File: src/rtl/audio_sample_player_if.sv
// Sample-memory read bus between the player (master) and the sample ROM/RAM (slave).
// Reads are strobed for one cycle; data returns a fixed number of cycles later.
interface audio_sample_player_if #(
  parameter int ADDR_W = 16
);
  logic [ADDR_W-1:0] mem_addr;
  logic              mem_rd_en;
  logic [7:0]        mem_data;

  modport master (output mem_addr, output mem_rd_en, input mem_data);
  modport slave  (input mem_addr, input mem_rd_en, output mem_data);
endinterface

File: src/rtl/audio_sample_player.sv
// Plays offset-binary samples from memory at one sample per CLK_DIV clocks with volume scaling.
// First output CLK_DIV cycles after start; each sample is fetched and held before its tick.
module audio_sample_player #(
  parameter int CLK_DIV     = 4535,
  parameter int ADDR_W      = 16,
  parameter int MEM_LATENCY = 2
) (
  input  logic                  clk,
  input  logic                  reset,
  input  logic                  start,
  input  logic                  stop,
  input  logic                  loop_en,
  input  logic [ADDR_W-1:0]     start_addr,
  input  logic [ADDR_W-1:0]     end_addr,
  input  logic [4:0]            volume,
  audio_sample_player_if.master mem,
  output logic [7:0]            music_data,
  output logic                  busy,
  output logic                  done
);

  localparam int CW = (CLK_DIV > 1) ? $clog2(CLK_DIV) : 1;
  localparam int WW = $clog2(MEM_LATENCY + 1);
  localparam logic [CW-1:0] TICK_MAX = CW'(CLK_DIV - 1);
  localparam logic [WW-1:0] WAIT_MAX = WW'(MEM_LATENCY);

  typedef enum logic [1:0] {IDLE, FETCH, WAIT, HOLD} state_t;

  state_t            state, state_nxt;
  logic [ADDR_W-1:0] addr, start_q, end_q;
  logic              loop_q;
  logic [CW-1:0]     tick_cnt;
  logic [WW-1:0]     wait_cnt;
  logic [7:0]        sample_buf;
  logic              tick, at_end;
  logic [4:0]        vol_eff;
  logic [8:0]        centered;
  logic [14:0]       prod;
  logic [7:0]        scaled;

  assign tick    = (tick_cnt == TICK_MAX);
  assign at_end  = (addr == end_q);
  assign vol_eff = (volume > 5'd16) ? 5'd16 : volume;

  // Two's-complement product of the centred sample and gain; bits [11:4] are the >>>4 result.
  assign centered = {1'b0, sample_buf} - 9'd128;
  assign prod     = {{6{centered[8]}}, centered} * {10'd0, vol_eff};
  assign scaled   = prod[11:4] + 8'd128;

  always_ff @(posedge clk) begin
    if (reset) state <= IDLE;
    else       state <= state_nxt;
  end

  always_comb begin
    state_nxt = state;
    if (stop) begin
      state_nxt = IDLE;
    end else if (start) begin
      state_nxt = FETCH;
    end else begin
      case (state)
        FETCH:   state_nxt = WAIT;
        WAIT:    if (wait_cnt == WAIT_MAX) state_nxt = HOLD;
        HOLD:    if (tick) state_nxt = (at_end && !loop_q) ? IDLE : FETCH;
        default: state_nxt = state;
      endcase
    end
  end

  always_comb begin
    busy          = (state != IDLE);
    mem.mem_rd_en = (state == FETCH);
    mem.mem_addr  = addr;
  end

  always_ff @(posedge clk) begin
    if (reset) begin
      addr       <= '0;
      start_q    <= '0;
      end_q      <= '0;
      loop_q     <= 1'b0;
      tick_cnt   <= '0;
      wait_cnt   <= '0;
      sample_buf <= 8'd0;
      music_data <= 8'd128;
      done       <= 1'b0;
    end else begin
      done <= 1'b0;
      if (stop) begin
        tick_cnt   <= '0;
        music_data <= 8'd128;
      end else if (start) begin
        start_q  <= start_addr;
        end_q    <= end_addr;
        loop_q   <= loop_en;
        addr     <= start_addr;
        tick_cnt <= '0;
      end else begin
        if (state == IDLE || tick) tick_cnt <= '0;
        else                       tick_cnt <= tick_cnt + 1'b1;
        case (state)
          FETCH: wait_cnt <= WW'(1);
          WAIT: begin
            if (wait_cnt == WAIT_MAX) sample_buf <= mem.mem_data;
            else                      wait_cnt   <= wait_cnt + 1'b1;
          end
          HOLD: begin
            if (tick) begin
              music_data <= scaled;
              if (!at_end)     addr <= addr + 1'b1;
              else if (loop_q) addr <= start_q;
              else             done <= 1'b1;
            end
          end
          default: ;
        endcase
      end
    end
  end

endmodule

File: src/flat_wrapper.sv
// flat-port wrapper written by rule: the top's interface ports become plain ports
module audio_sample_player_flat 
#(
  parameter int CLK_DIV     = 4535,
  parameter int ADDR_W      = 16,
  parameter int MEM_LATENCY = 2
)
  (clk, reset, start, stop, loop_en, start_addr, end_addr, volume, music_data, busy, done, mem_mem_addr, mem_mem_rd_en, mem_mem_data);
  audio_sample_player_if #(.ADDR_W(ADDR_W)) mem_i ();
  input  logic clk;
  input  logic reset;
  input  logic start;
  input  logic stop;
  input  logic loop_en;
  input  logic [ADDR_W-1:0] start_addr;
  input  logic [ADDR_W-1:0] end_addr;
  input  logic [4:0] volume;
  output logic [7:0] music_data;
  output logic busy;
  output logic done;
  output wire logic [$bits(mem_i.mem_addr)-1:0] mem_mem_addr;
  output wire logic [$bits(mem_i.mem_rd_en)-1:0] mem_mem_rd_en;
  input wire logic [$bits(mem_i.mem_data)-1:0] mem_mem_data;
  assign mem_mem_addr = mem_i.mem_addr;
  assign mem_mem_rd_en = mem_i.mem_rd_en;
  assign mem_i.mem_data = mem_mem_data;
  audio_sample_player #(.CLK_DIV(CLK_DIV), .ADDR_W(ADDR_W), .MEM_LATENCY(MEM_LATENCY)) u_core (.clk(clk), .reset(reset), .start(start), .stop(stop), .loop_en(loop_en), .start_addr(start_addr), .end_addr(end_addr), .volume(volume), .mem(mem_i), .music_data(music_data), .busy(busy), .done(done));
endmodule
File: config.mk
export PLATFORM = sky130hd
export DESIGN_NAME = audio_sample_player_flat
export DESIGN_NICKNAME = d
export VERILOG_FILES = /design/src/rtl/audio_sample_player_if.sv /design/src/rtl/audio_sample_player.sv /design/src/flat_wrapper.sv
export SDC_FILE = /design/constraint.sdc
export NUM_CORES = 1
export LEC_CHECK = 0
export ABC_CLOCK_PERIOD_IN_PS = 4800
export CAP_MARGIN = 20
export CORE_ASPECT_RATIO = 0.8
export CORE_MARGIN = 5
export CORE_UTILIZATION = 45
export CTS_BUF_LIST = sky130_fd_sc_hd__clkbuf_8 sky130_fd_sc_hd__clkbuf_16
export CTS_CLUSTER_DIAMETER = 60
export DETAILED_ROUTE_END_ITERATION = 12
export GPL_TIMING_DRIVEN = 0
export HOLD_SLACK_MARGIN = 0.12
export PLACE_DENSITY = 0.69
export RECOVER_POWER = 100
export SKIP_LAST_GASP = 1
export SLEW_MARGIN = 20
export SYNTH_ARGS = -nofsm -noshare
export SYNTH_HDL_FRONTEND = slang
export SYNTH_SLANG_ARGS = --single-unit
File: constraint.sdc
create_clock -name clk -period 4.8 [get_ports clk]
set_clock_uncertainty 0.2 [all_clocks]
set_input_delay 0.48 -clock clk [delete_from_list [all_inputs] [get_ports clk]]
set_output_delay 0.48 -clock clk [all_outputs]
set_load 0.02 [all_outputs]
==> results.sh <==
export IMPL_crit_family="adder cells"
export IMPL_cts_buffers_inserted=9
export IMPL_cp_num_buf_inv=3
export IMPL_start_util_pct=45.60
export IMPL_routed_via_density=5.178
export IMPL_drt_iter0_markers=277
export IMPL_antenna_found_initial=0
export IMPL_synth_seq_cells=83
export IMPL_critical_path_class="input pin to register"
export IMPL_cp_end_kind="register"
export IMPL_finalSetupViolations=0
export IMPL_synth_ff_type="dfxtp_1"
export IMPL_finalWirelength_um=13370
export IMPL_power_total_mw=1.691
export IMPL_rrSetupSlack_ps=920
export IMPL_rows=35
export IMPL_dp_cells=856
export IMPL_grt_pass1_vias=4557
export IMPL_ant_nets=0
export IMPL_startpoint="volume[0]"
export IMPL_dp_hpwl_um=10440
export IMPL_irDropWorstVdd_uv=219.8
export IMPL_final_core_util_pct=56.05
export IMPL_p_leak_nw=2.781
export IMPL_multi_input_area_um2=3212
export IMPL_clkLatencyLatePin_ps=340
export IMPL_cp_arrival_ps=4640
export IMPL_slowest_stage="fa_1"
export IMPL_critical_path_required_ps=4820
export IMPL_final_cell_mix="105 x nand2_1, 83 x dfxtp_1, 74 x nor2_1"
export IMPL_busiest_layer="met2"
export IMPL_relSlewSlack_pct=44.49
export IMPL_worst_r2r_path_depth=13
export IMPL_grt_max_degree=15
export IMPL_ctsHtreeMaxLevel=3
export IMPL_r2r_end="u_core.music_data[6]$_SDFFE_PP0P_"
export IMPL_cts_clk_slew_worst_paths_ps=60
export IMPL_power_density_nw_per_um2=264.0
export IMPL_hp_class="register to register"
export IMPL_setup_tns_ps=0
export IMPL_status="finished clean"
export IMPL_fin_cells=871
export IMPL_root_buffer="clkbuf_16"
export IMPL_numPortBuffers=75
export IMPL_cp_max_fo=7
export IMPL_synth_area_leaders="dfxtp_1 32%, fa_1 8.4%, nand2_1 7.6%, xor2_1 5.4%, nor2_1 5.3%"
export IMPL_period_needed_ps=4625
export IMPL_drive_above_1_share_pct=4.979
export IMPL_vias=4510
export IMPL_die_area_um2=13850
export IMPL_regArea_um2=1662
export IMPL_cp_cell_sequence="clkdlybuf4s50_1 -> nor2b_1 -> nor2b_2 -> fa_1 -> fa_1 -> inv_1 -> fa_1 -> inv_1 -> ha_1 -> a21o_1 -> a21o_1 -> a21o_1 -> a41oi_1 -> xor2_1 -> o21ai_0"
export IMPL_min_from="u_core.start_q[0]$_SDFFE_PP0P_"
export IMPL_synth_top_area_cell="dfxtp_1"
export IMPL_fin_crit_sh_pct=96.36
export IMPL_routabilityCongestion=0.8626
export IMPL_layout_nets=812
export IMPL_finalMaxSlewViolations=0
export IMPL_fmax_ghz=0.2162
export IMPL_diodes=0
export IMPL_holdPathEnd="u_core.start_q[0]$_SDFFE_PP0P_"
export IMPL_coreArea_um2=11430
export IMPL_tightest_slew_ps=826.3
export IMPL_async_flop_share_pct=0
export IMPL_synth_edf_count=0
export IMPL_hold_viol_final=0
export IMPL_area_delta_synth_final_pct=22.90
export IMPL_synthesis_nets=726
export IMPL_use_met2_pct=31.77
export IMPL_place_ws_ps=-312.8
export IMPL_max_stage_delay_ps=540
export IMPL_startpoint_type="input pin"
export IMPL_grt_util_met3_pct=4.370
export IMPL_cap_viol_max_count=0
export IMPL_ys_types=54
export IMPL_yosysSeqAreaShare_pct=31.88
export IMPL_timing_final_ws_setup_ps=174.7
export IMPL_nFillCells=1058
export IMPL_synth_top_area_share_pct=31.88
export IMPL_r2r_start="u_core.sample_buf[7]$_SDFFE_PP0P_"
export IMPL_wl_per_cell_um=15.35
export IMPL_drc_errors=0
export IMPL_io_pins=77
export IMPL_syn_area_per_cell_um2=8.235
export IMPL_ys_warn_count=0
export IMPL_grt_total_usage_pct=19.99
export IMPL_gr_usage_met1_pct=27.77
export IMPL_cts_tree="built"
export IMPL_rsz0062_at_grt="true"
export IMPL_die_y_um=106.3
export IMPL_clock_path_buffers=2
export IMPL_post_cts_setup_buffer_count=0
export IMPL_grt_first_pass_wirelength_um=22150
export IMPL_die_w_um=130.3
export IMPL_syn_area_um2=5212
export IMPL_numClockSinks=83
export IMPL_synth_cells=633
export IMPL_final_common_cell="nand2_1"
export IMPL_grt_overflow=0
export IMPL_min_path_cells=2
export IMPL_firstDrtPassIters=5
-- cell families (layout without fill, tap and decap cells) --
logic type | after synthesis | after routing | synth area share [%]
AO/OA/AOI/OAI | 90 | 90 | 12.07
XOR/XNOR | 49 | 49 | 8.233
adder cells (fa/ha/maj) | 43 | 43 | 13.49
buffers and inverters | 72 | 162 | 5.977
flip-flops | 83 | 83 | 31.88
multiplexers | 11 | 11 | 2.136
AND/OR/NAND/NOR | 285 | 285 | 26.21
-- registers in the layout, summed over array words and instances (netlist names) --
register,count
u_core.sample_buf,8
u_core.music_data,8
u_core.mem.mem_addr,16
u_core.tick_cnt,13
u_core.start_q,16
u_core.wait_cnt,2
u_core.loop_q,1
u_core.done,1
u_core.state,2
u_core.end_q,16
-- Yosys cell counts, drive strengths merged (3+ instances only) --
library cell,count
nand3,15
and3,6
nand2,105
buf,14
nor2b,12
fa,22
ha,21
nor3,11
mux2i,10
a211o,4
xor2,32
nor4,8
o31a,8
and2,32
nor2,74
a21o,3
a21oi,43
inv,39
nand4,4
xnor2,17
nand2b,7
o21ai,6
a311oi,4
dfxtp,83
clkbuf,19
a211oi,9
-- metal layers --
| layer | share of wire (%) | vias up |
|---|---|---|
| met4 | 1.8 | 0 |
| met1 | 48 | 2120 |
| met2 | 45 | 109 |
| li1 | - | 2258 |
| met5 | 0 | - |
| met3 | 5.7 | 23 |
-- worst register-to-register path: stages (launching register included) --
cell,delay (ps)
dfxtp_1,370
nor2b_2,250
fa_1,450
fa_1,500
inv_1,60
fa_1,540
inv_1,50
ha_1,330
a21o_1,200
a21o_1,180
a21o_1,160
a41oi_1,220
xor2_1,170
o21ai_0,100
-- what timing repair did --
item / 4_1_cts / 5_1_grt
pin swaps: 0 / 0
resized for setup: 1 / 5
hold buffers: 0 / 0
endpoints found under the setup margin: 1 / 2
-- cell type report --
cell class	count	share of cell area, %
Tap cell	148	2.891
Buffer	33	2.480
Multi-Input combinational cell	478	50.14
Timing Repair Buffer	75	11.72
Sequential cell	83	25.94
Inverter	39	2.285
Clock buffer	9	3.516
Clock inverter	6	1.035
-- where the power goes --
group | switching, mW | leakage [nW] | internal [mW] | total [mW]
logic | 0.140 | 1.96 | 0.122 | 0.262
clock network | 0.289 | 0.146 | 0.402 | 0.691
registers | 0.0268 | 0.676 | 0.712 | 0.738
total | 0.456 | 2.78 | 1.24 | 1.69
-- stage by stage --
step                      hold WS [ps]  cell area (um^2)
after floorplan                  231.7              5213
after CTS                        253.1              6442
final                            252.5              6406
after detailed placement         244.4              6148
after global placement           241.0              6148
after global routing             284.5              6406
-- how the worst max path moves through the flow --
stage | to | slack [ps] | cells past startpoint
floorplan | u_core.music_data[6]$_SDFFE_PP0P_ | 620 | 14
global placement | u_core.music_data[7]$_SDFFE_PP1P_ | -260 | 14
detailed placement | u_core.music_data[7]$_SDFFE_PP1P_ | -310 | 14
CTS | u_core.music_data[6]$_SDFFE_PP0P_ | 130 | 15
global route | u_core.music_data[6]$_SDFFE_PP0P_ | -7 | 15
finish | u_core.music_data[6]$_SDFFE_PP0P_ | 170 | 15
Power figures use the tool's default switching activity.
